[src/rtl/wheel_pkg.sv]
// Shared types and sizes for the wheel state collector and its frame buffer.
package wheel_pkg;
  localparam int NUM_NODES     = 4;
  localparam int POSITION_SIZE = 8;
  localparam int VELOCITY_SIZE = 6;
  localparam int IDX_W         = $clog2(NUM_NODES);
  localparam int CNT_W         = $clog2(NUM_NODES + 1);

  typedef logic signed [POSITION_SIZE-1:0] pos_t;
  typedef logic signed [VELOCITY_SIZE-1:0] vel_t;
  typedef logic [IDX_W-1:0]                node_idx_t;
  typedef logic [CNT_W-1:0]                cnt_t;

  typedef enum logic [1:0] {
    ST_IDLE   = 2'd0,
    ST_BUSY   = 2'd1,
    ST_COMMIT = 2'd2
  } state_t;

  localparam cnt_t FULL_CNT = cnt_t'(NUM_NODES);

  // A frame is committable only if every node delivered exactly one position and one velocity.
  function automatic logic frame_complete(input cnt_t node_cnt, input cnt_t vel_cnt, input logic bad);
    return (node_cnt == FULL_CNT) && (vel_cnt == FULL_CNT) && !bad;
  endfunction
endpackage

[src/rtl/wheel_state_collector_if.sv]
// Streaming link between update_wheel (master) and the state collector (slave).
interface wheel_state_collector_if;
  import wheel_pkg::*;

  // Valid-only strobes, no ready: the collector accepts every strobe in the cycle it is
  // asserted; begin_out is a one-cycle pulse back to the producer.
  pos_t node_in_x;
  pos_t node_in_y;
  logic node_in_valid;
  vel_t vel_in_x;
  vel_t vel_in_y;
  logic vel_in_valid;
  logic result_in;
  logic begin_out;

  modport master (
    output node_in_x, node_in_y, node_in_valid,
    output vel_in_x, vel_in_y, vel_in_valid,
    output result_in,
    input  begin_out
  );

  modport slave (
    input  node_in_x, node_in_y, node_in_valid,
    input  vel_in_x, vel_in_y, vel_in_valid,
    input  result_in,
    output begin_out
  );
endinterface

[src/rtl/wheel_frame_buffer.sv]
// Shadow store for one incoming wheel frame: per-stream counters and a sticky overflow flag.
module wheel_frame_buffer
  import wheel_pkg::*;
(
  input  logic                         clk_in,
  input  logic                         rst_in,
  input  logic                         clear_in,
  input  logic                         node_we_in,
  input  pos_t                         node_x_in,
  input  pos_t                         node_y_in,
  input  logic                         vel_we_in,
  input  vel_t                         vel_x_in,
  input  vel_t                         vel_y_in,
  output pos_t [1:0][NUM_NODES-1:0]    shadow_nodes_out,
  output vel_t [1:0][NUM_NODES-1:0]    shadow_vels_out,
  output logic                         frame_ok_out
);
  pos_t [1:0][NUM_NODES-1:0] shadow_nodes_q, shadow_nodes_d;
  vel_t [1:0][NUM_NODES-1:0] shadow_vels_q, shadow_vels_d;
  cnt_t node_cnt_q, node_cnt_d;
  cnt_t vel_cnt_q, vel_cnt_d;
  logic bad_q, bad_d;

  always_comb begin
    shadow_nodes_d = shadow_nodes_q;
    shadow_vels_d  = shadow_vels_q;
    node_cnt_d     = node_cnt_q;
    vel_cnt_d      = vel_cnt_q;
    bad_d          = bad_q;
    if (clear_in) begin
      node_cnt_d = '0;
      vel_cnt_d  = '0;
      bad_d      = 1'b0;
    end
    // Extra strobes beyond a full frame are dropped and poison the frame; counts saturate.
    if (node_we_in) begin
      if (node_cnt_q == FULL_CNT) begin
        bad_d = 1'b1;
      end else begin
        shadow_nodes_d[0][node_idx_t'(node_cnt_q)] = node_x_in;
        shadow_nodes_d[1][node_idx_t'(node_cnt_q)] = node_y_in;
        node_cnt_d = node_cnt_q + cnt_t'(1);
      end
    end
    if (vel_we_in) begin
      if (vel_cnt_q == FULL_CNT) begin
        bad_d = 1'b1;
      end else begin
        shadow_vels_d[0][node_idx_t'(vel_cnt_q)] = vel_x_in;
        shadow_vels_d[1][node_idx_t'(vel_cnt_q)] = vel_y_in;
        vel_cnt_d = vel_cnt_q + cnt_t'(1);
      end
    end
  end

  always_ff @(posedge clk_in or negedge rst_in) begin
    if (!rst_in) begin
      shadow_nodes_q <= '0;
      shadow_vels_q  <= '0;
      node_cnt_q     <= '0;
      vel_cnt_q      <= '0;
      bad_q          <= 1'b0;
    end else begin
      shadow_nodes_q <= shadow_nodes_d;
      shadow_vels_q  <= shadow_vels_d;
      node_cnt_q     <= node_cnt_d;
      vel_cnt_q      <= vel_cnt_d;
      bad_q          <= bad_d;
    end
  end

  assign shadow_nodes_out = shadow_nodes_q;
  assign shadow_vels_out  = shadow_vels_q;
  assign frame_ok_out     = frame_complete(node_cnt_q, vel_cnt_q, bad_q);
endmodule

[src/rtl/wheel_state_collector.sv]
// Collects a streamed wheel frame and commits it atomically into the active node/velocity state.
// Optional WHEEL_COLLECTOR_STATS_EN adds committed/dropped frame counters.
module wheel_state_collector
  import wheel_pkg::*;
(
  input  logic                       clk_in,
  input  logic                       rst_in,
  input  logic                       frame_tick_in,
  input  logic                       init_valid_in,
  input  node_idx_t                  init_idx_in,
  input  pos_t                       init_x_in,
  input  pos_t                       init_y_in,
  input  vel_t                       init_vx_in,
  input  vel_t                       init_vy_in,
  wheel_state_collector_if.slave     up,
  output pos_t [1:0][NUM_NODES-1:0]  nodes_out,
  output vel_t [1:0][NUM_NODES-1:0]  velocities_out,
  output logic                       busy_out,
  output logic                       frame_err_out,
  output state_t                     state_out
`ifdef WHEEL_COLLECTOR_STATS_EN
  ,
  output logic [15:0]                frame_cnt_out,
  output logic [7:0]                 drop_cnt_out
`endif
);
  state_t state_q, state_d;
  logic   begin_q, begin_d;
  logic   err_q, err_d;
  pos_t [1:0][NUM_NODES-1:0] nodes_q, nodes_d;
  vel_t [1:0][NUM_NODES-1:0] vels_q, vels_d;
  pos_t [1:0][NUM_NODES-1:0] shadow_nodes;
  vel_t [1:0][NUM_NODES-1:0] shadow_vels;
  logic clear;
  logic frame_ok;

  wheel_frame_buffer u_buf (
    .clk_in           (clk_in),
    .rst_in           (rst_in),
    .clear_in         (clear),
    .node_we_in       (up.node_in_valid && (state_q == ST_BUSY)),
    .node_x_in        (up.node_in_x),
    .node_y_in        (up.node_in_y),
    .vel_we_in        (up.vel_in_valid && (state_q == ST_BUSY)),
    .vel_x_in         (up.vel_in_x),
    .vel_y_in         (up.vel_in_y),
    .shadow_nodes_out (shadow_nodes),
    .shadow_vels_out  (shadow_vels),
    .frame_ok_out     (frame_ok)
  );

  always_comb begin
    state_d = state_q;
    begin_d = 1'b0;
    err_d   = err_q;
    nodes_d = nodes_q;
    vels_d  = vels_q;
    clear   = 1'b0;
    case (state_q)
      ST_IDLE: begin
        if (init_valid_in) begin
          nodes_d[0][init_idx_in] = init_x_in;
          nodes_d[1][init_idx_in] = init_y_in;
          vels_d[0][init_idx_in]  = init_vx_in;
          vels_d[1][init_idx_in]  = init_vy_in;
        end
        if (frame_tick_in) begin
          state_d = ST_BUSY;
          begin_d = 1'b1;
          clear   = 1'b1;
        end
      end
      ST_BUSY: begin
        // Strobes in this same cycle are still captured by the buffer before COMMIT judges it.
        if (up.result_in) state_d = ST_COMMIT;
      end
      ST_COMMIT: begin
        if (frame_ok) begin
          nodes_d = shadow_nodes;
          vels_d  = shadow_vels;
        end else begin
          err_d = 1'b1;
        end
        state_d = ST_IDLE;
      end
      default: state_d = ST_IDLE;
    endcase
  end

  always_ff @(posedge clk_in or negedge rst_in) begin
    if (!rst_in) begin
      state_q <= ST_IDLE;
      begin_q <= 1'b0;
      err_q   <= 1'b0;
      nodes_q <= '0;
      vels_q  <= '0;
    end else begin
      state_q <= state_d;
      begin_q <= begin_d;
      err_q   <= err_d;
      nodes_q <= nodes_d;
      vels_q  <= vels_d;
    end
  end

  assign up.begin_out     = begin_q;
  assign nodes_out        = nodes_q;
  assign velocities_out   = vels_q;
  assign busy_out         = (state_q != ST_IDLE);
  assign frame_err_out    = err_q;
  assign state_out        = state_q;

`ifdef WHEEL_COLLECTOR_STATS_EN
  logic [15:0] frame_cnt_q, frame_cnt_d;
  logic [7:0]  drop_cnt_q, drop_cnt_d;

  // Committed count wraps naturally; dropped count sticks at its maximum.
  always_comb begin
    frame_cnt_d = frame_cnt_q;
    drop_cnt_d  = drop_cnt_q;
    if (state_q == ST_COMMIT) begin
      if (frame_ok) frame_cnt_d = frame_cnt_q + 16'd1;
      else if (drop_cnt_q != 8'hFF) drop_cnt_d = drop_cnt_q + 8'd1;
    end
  end

  always_ff @(posedge clk_in or negedge rst_in) begin
    if (!rst_in) begin
      frame_cnt_q <= '0;
      drop_cnt_q  <= '0;
    end else begin
      frame_cnt_q <= frame_cnt_d;
      drop_cnt_q  <= drop_cnt_d;
    end
  end

  assign frame_cnt_out = frame_cnt_q;
  assign drop_cnt_out  = drop_cnt_q;
`endif
endmodule

[src/flat_wrapper.sv]
// flat-port wrapper written by rule: the top's interface ports become plain ports
module wheel_state_collector_flat import wheel_pkg::*;
  (clk_in, rst_in, frame_tick_in, init_valid_in, init_idx_in, init_x_in, init_y_in, init_vx_in, init_vy_in, nodes_out, velocities_out, busy_out, frame_err_out, state_out, up_node_in_x, up_node_in_y, up_node_in_valid, up_vel_in_x, up_vel_in_y, up_vel_in_valid, up_result_in, up_begin_out);
  wheel_state_collector_if up_i ();
  input  logic clk_in;
  input  logic rst_in;
  input  logic frame_tick_in;
  input  logic init_valid_in;
  input  node_idx_t init_idx_in;
  input  pos_t init_x_in;
  input  pos_t init_y_in;
  input  vel_t init_vx_in;
  input  vel_t init_vy_in;
  output pos_t [1:0][NUM_NODES-1:0] nodes_out;
  output vel_t [1:0][NUM_NODES-1:0] velocities_out;
  output logic busy_out;
  output logic frame_err_out;
  output state_t state_out;
  input wire logic [$bits(up_i.node_in_x)-1:0] up_node_in_x;
  input wire logic [$bits(up_i.node_in_y)-1:0] up_node_in_y;
  input wire logic [$bits(up_i.node_in_valid)-1:0] up_node_in_valid;
  input wire logic [$bits(up_i.vel_in_x)-1:0] up_vel_in_x;
  input wire logic [$bits(up_i.vel_in_y)-1:0] up_vel_in_y;
  input wire logic [$bits(up_i.vel_in_valid)-1:0] up_vel_in_valid;
  input wire logic [$bits(up_i.result_in)-1:0] up_result_in;
  output wire logic [$bits(up_i.begin_out)-1:0] up_begin_out;
  assign up_i.node_in_x = up_node_in_x;
  assign up_i.node_in_y = up_node_in_y;
  assign up_i.node_in_valid = up_node_in_valid;
  assign up_i.vel_in_x = up_vel_in_x;
  assign up_i.vel_in_y = up_vel_in_y;
  assign up_i.vel_in_valid = up_vel_in_valid;
  assign up_i.result_in = up_result_in;
  assign up_begin_out = up_i.begin_out;
  wheel_state_collector u_core (.clk_in(clk_in), .rst_in(rst_in), .frame_tick_in(frame_tick_in), .init_valid_in(init_valid_in), .init_idx_in(init_idx_in), .init_x_in(init_x_in), .init_y_in(init_y_in), .init_vx_in(init_vx_in), .init_vy_in(init_vy_in), .up(up_i), .nodes_out(nodes_out), .velocities_out(velocities_out), .busy_out(busy_out), .frame_err_out(frame_err_out), .state_out(state_out));
endmodule
[config.mk]
export PLATFORM = sky130hd
export DESIGN_NAME = wheel_state_collector_flat
export DESIGN_NICKNAME = d
export VERILOG_FILES = /design/src/rtl/wheel_pkg.sv /design/src/rtl/wheel_state_collector_if.sv /design/src/rtl/wheel_frame_buffer.sv /design/src/rtl/wheel_state_collector.sv /design/src/flat_wrapper.sv
export SDC_FILE = /design/constraint.sdc
export NUM_CORES = 1
export LEC_CHECK = 0
export CELL_PAD_IN_SITES_DETAIL_PLACEMENT = 1
export CELL_PAD_IN_SITES_GLOBAL_PLACEMENT = 1
export CORE_MARGIN = 5
export CORE_UTILIZATION = 42
export CTS_CLUSTER_SIZE = 16
export DETAILED_ROUTE_END_ITERATION = 6
export GPL_TIMING_DRIVEN = 0
export PLACE_DENSITY = 0.85
export SETUP_SLACK_MARGIN = 0.15
export SKIP_CTS_REPAIR_TIMING = 1
export SLEW_MARGIN = 0
export SYNTH_ARGS = -nofsm -noshare
export SYNTH_HDL_FRONTEND = slang
export SYNTH_SLANG_ARGS = --single-unit
[constraint.sdc]
create_clock -name clk_in -period 2.41 [get_ports clk_in]
set_clock_uncertainty 0.05 [all_clocks]
set_input_delay 0.723 -clock clk_in [delete_from_list [all_inputs] [get_ports clk_in]]
set_output_delay 0.723 -clock clk_in [all_outputs]
set_load 0.05 [all_outputs]
# Word-level counts from Yosys, hierarchy flattened
# Cells that the tools add are included.
[totals]
input_bits = 65
wordCells = 111
output_inout_bits = 117
register_bits = 235
[classes]
muxes = 38
addsub = 2
eq_ne = 8
bitwise_logic = 3
magnitude_cmp = 6
n_reduce_logical = 16
[ops]
columns = ["operator", "n"]
rows = [
  ["bitwise mux 32 bit", 4],
  ["2-to-1 mux 64 bit", 2],
  ["one-hot mux 64 bit (2 select lines)", 1],
  ["bitwise mux 24 bit", 4],
  ["2-to-1 mux 48 bit", 2],
  ["one-hot mux 48 bit (2 select lines)", 1],
  ["demux 8 bit (select 2 bit)", 2],
  ["demux 6 bit (select 2 bit)", 2],
  ["2-to-1 mux 3 bit", 6],
  ["2-to-1 mux 8 bit", 2],
  ["2-to-1 mux 6 bit", 2],
  ["< comparator 2 x 3 -> 1 bit (second input constant)", 3],
  ["AND reduction 2 bit", 4],
  ["logical AND 1 bit", 7],
  ["2-to-1 mux 1 bit", 7],
  ["adder 3 x 1 -> 3 bit (second input constant)", 2],
  ["equality test 3 bit (second input constant)", 2],
  ["greater-or-equal comparator 2 x 1 -> 1 bit (second input constant)", 3],
  ["!= test 2 bit (second input constant)", 3],
  ["2-to-1 mux 2 bit", 2],
  ["one-hot mux 2 bit (2 select lines)", 1],
  ["nonzero test 2 bit", 2],
  ["inverter 1 bit", 3],
  ["AND reduction 3 bit", 1],
  ["other kinds (5)", 5],
]

# Depth between registers and ports, before layout
[depth]
word_depth = 7
mapped_depth = 9
depth_no_buf = 6

# Hierarchy
# Synthesis repeated with hierarchy kept, for this count alone.
[hier_totals]
cells_unflattened = 937
area_unflattened_um2 = 11367.2
[by_module_without_submodules]
columns = ["mod", "cells_each", "area_per_inst_um2", "instances", "seq_area_each_um2"]
rows = [
  ["wheel_state_collector", 648, 6590.1, 1, 2902.8],
  ["wheel_frame_buffer", 289, 4777.1, 1, 2977.9],
]

# Least setup slack after synthesis
# Ideal clock, no wire load.
[synth_timing]
path_kind = "reg2reg"
start = "register u_core.state_q[0] (netlist: u_core.state_out[0])"
end = "register u_core.u_buf.shadow_nodes_q (netlist bit u_core.u_buf.shadow_nodes_out[0])"
n_path_buf = 3
setup_ns = 0.125
required_time_ns = 2.235
stages_incl_launch_ff = 8
synth_period_minus_slack_ns = 2.229
arrival_ns = 2.054
path_slack_ns = 0.181
path_cell_list = "dfrtp_1 -> buf_4 -> nor2b_1 -> buf_2 -> nand2_1 -> nor3b_4 -> buf_6 -> mux2_2"
[synth_between]
elab_chain_cells = 3
[synth_lines]
columns = ["item", "line", "rtl"]
rows = [
  ["from (decl)", "wheel_state_collector.sv:27", "state_t state_q, state_d;"],
  ["from (signal assigned)", "wheel_state_collector.sv:98", "state_q <= state_d;"],
  ["equality test 2 x 1 -> 1 bit", "wheel_state_collector.sv:41", ".node_we_in (up.node_in_valid && (state_q == ST_BUSY)),"],
  ["logical AND 1 bit", "wheel_state_collector.sv:41", ""],
  ["AND reduction 2 bit (no line)", "-", ""],
  ["to (signal assigned)", "wheel_frame_buffer.sv:64", "shadow_nodes_q <= shadow_nodes_d;"],
  ["to (decl)", "wheel_frame_buffer.sv:18", "pos_t [1:0][NUM_NODES-1:0] shadow_nodes_q, shadow_nodes_d;"],
]
# No other way between the ends.
# A chain may end at the register's enable or synchronous reset.

# Final worst setup path
[layout_timing]
start = "input port init_valid_in"
end = "register u_core.vels_q (netlist bit u_core.velocities_out[1])"
[layout_between]
elab_chain_cells = 2
[layout_lines]
columns = ["item", "line", "rtl"]
rows = [
  ["from (decl)", "flat_wrapper.sv:8", "input logic init_valid_in;"],
  ["!= test 2 bit (no line)", "-", ""],
  ["AND reduction 3 bit (no line)", "-", ""],
  ["to (signal assigned)", "wheel_state_collector.sv:102", "vels_q <= vels_d;"],
  ["to (decl)", "wheel_state_collector.sv:31", "vel_t [1:0][NUM_NODES-1:0] vels_q, vels_d;"],
]
# No other way between the ends.

==> run summary <==
largest net degree at the start of global routing = 122
Pleak = 6.20 nW
Port-buffer cells = 181
layout cells sized above 1 = 0.375
FMAX = 0.441 GHz
Worst R2R Path Depth = 8
post-synth cell types = 39
hold depth = 1
status = finished clean
H-tree depth = 1
Synth Instances = 722
final cycle utilization of the critical path = 0.941
DIE WIDTH = 163 um
Crit Path Max Fanout = 10
WP data required = 2.78 ns
cell family with most CP delay = buffers and inverters
Die Height = 163 um
hold path start = u_core.u_buf.shadow_nodes_out[54]
Post-synth EDFFs = 0
final core utilization = 0.582
vias per cell = 5.62
vias in the first global route = 8,042
antenna violations before repair = 2
Worst path slowest cell = clkdlybuf4s50_1
R2R Path End = u_core.velocities_out[32]
worst path cell trace = clkdlybuf4s50_1, or3b_2, clkbuf_4, buf_6, nor2_2, nand2_1, o221a_2
pwr/cell area = 1450 nW/um2
Critical Path AT = 2.64 ns
clk root buf = clkbuf_16
Sink Count = 235
most common cell after layout, fill and taps aside = dfrtp_1
DRT iter0 DRCs = 501
via count = 7,170
syn avg cell area = 13.6 um2
Yosys reg bits = 235
Fillers = 2,241
clock latency on the worst-skew pair = 0.53 ns
total power = 19.6 mW
routability cong. = 0.815
Max Slew Vio Count = 0
Ys Warns = 0
Synthesized Nets = 795
Critical Path Max Stage Delay = 0.49 ns
grt ovf = 0
Final HPWL DP = 22,300 um
I/O pin cnt = 182
TritonCTS buffer count = 26
Pre-antenna DRT Iters = 4
HP Class = flip-flop to flip-flop
register area share after synthesis = 0.598
total wire length = 33,000 um
synthesis-to-layout area growth = 37.8%
Max VDD drop = 0.966 mV
clk slew on worst S/H paths = 0.07 ns
DRC = 0
GRT Total Usage = 0.244
Worst Setup Start Kind = input port
R2R setup slack = 0.18 ns
MaxCap Viol Count = 0
RSZ-0062 raised after global routing = yes
fin crit period = 2.27 ns
Max Buffers Root-to-Sink = 3
core area = 23,300 um2
WHS Endpoint = u_core.u_buf.shadow_nodes_out[54]
commonest cells after routing, fill and taps aside = 233 x dfrtp_1, 121 x nand2_1, 116 x dlymetal6s2s_1, 112 x mux2_2, 109 x o221a_2
async set-reset flop share out of synthesis = 1.00
Starting Density = 0.423
max_slew headroom = 0.590
buffers and inverters on the worst path = 3
Rows = 56
WS Path Type = input port to flip-flop
Worst Max-Slew Pin Slew = 0.616 ns
Critical Path End Type = flip-flop
first-pass GRT wire length = 49,600 um
CTS tree = yes
DRT antenna net count = 0
# setup viols final = 0
reg-to-reg critical path startpoint = u_core.u_buf.vel_cnt_q[0]
Synth Cell Area = 9830 um2
WL/cell = 25.9 um
Final Hold Viols = 0
ys flop type = dfrtp_1
DIE AREA = 26,600 um2
Nets = 1,010
==> state kept, by name, indices dropped and copies added, names as in the netlist <==
register and cells:
u_core.frame_err_out 1, u_core.nodes_out 64, u_core.state_out 2, u_core.u_buf.bad_q 1, u_core.u_buf.node_cnt_q 3, u_core.u_buf.shadow_nodes_out 64
u_core.u_buf.shadow_vels_out 48, u_core.u_buf.vel_cnt_q 3, u_core.up.begin_out 1, u_core.velocities_out 48
==> per-stage QoR <==
stage | setup slack, ns | std cells | setup TNS, ns | cell area, um2 | hold slack [ns]
floorplan | 0.181 | 722 | 0 | 9830 | 0.377
detailed placement | -0.658 | 1224 | -71.72 | 12100 | 0.433
global placement | -9.42 | 1222 | -2277.16 | 12000 | 0.429
global route | 0.0479 | 1275 | 0 | 13500 | 0.468
CTS | -0.368 | 1270 | -14.63 | 13000 | -0.0210
finish | 0.142 | 1275 | 0 | 13500 | 0.457
==> Yosys cell counts, types with 4 or more instances <==
master / n / area, um2
ha_1: 8 / 100
o221a_2: 109 / 1230
mux2_2: 112 / 1260
nor2_1: 32 / 120
nand2_1: 122 / 458
buf_8: 6 / 90.1
buf_2: 13 / 65.1
clkbuf_1: 19 / 71.3
inv_1: 6 / 22.5
nand2_8: 4 / 80.1
buf_4: 5 / 37.5
a22o_1: 4 / 35.0
dfrtp_1: 235 / 5880
o21ai_0: 4 / 20.0
==> cell type report <==
type	count	area (um2)	share of cell area
Antenna cell	1	2.50	0.000185
Buffer	47	403	0.0297
Clock buffer	36	759	0.0561
Clock inverter	10	155	0.0115
Inverter	6	22.5	0.00166
Multi-Input combinational cell	434	3730	0.276
Sequential cell	235	5880	0.434
Tap cell	319	399	0.0295
Timing Repair Buffer	187	2190	0.162
==> worst max-delay path by stage <==
stage	from	endpoint	slack, ns	cells past startpoint
after floorplan	u_core.state_out[0]	u_core.u_buf.shadow_nodes_out[0]	0.18	7
after CTS	u_core.state_out[0]	busy_out	-0.37	4
after global routing	u_core.state_out[0]	busy_out	0.05	4
final	init_valid_in	u_core.velocities_out[1]	0.14	7
after detailed placement	init_idx_in[1]	u_core.velocities_out[12]	-0.66	6
after global placement	rst_in	u_core.u_buf.shadow_nodes_out[22]	-9.42	1
==> routing by layer <==
| layer | wire length, um | up-vias | track usage |
|---|---|---|---|
| li1 | - | 3106 | - |
| met1 | 13900 | 3782 | 0.326 |
| met2 | 16500 | 227 | 0.411 |
| met3 | 1780 | 53 | 0.0344 |
| met4 | 867 | 2 | 0.0816 |
| met5 | 7 | - | 0 |
==> power by group <==
group	leakage (nW)	internal (mW)	switching, mW
sequential	2.75	5.77	1.19
clock	0.446	2.62	1.64
combinational	3.00	3.37	5.05
==> logic make-up after synthesis <==
kind of cell             Yosys count  synth area share
flip-flops                       235             0.598
AND/OR/NAND/NOR                  185            0.0873
AO/OA/AOI/OAI                    129             0.140
multiplexers                     112             0.128
buffers and inverters             53            0.0364
adder cells (fa/ha/maj)            8            0.0102
Power figures use the tool's default switching activity.
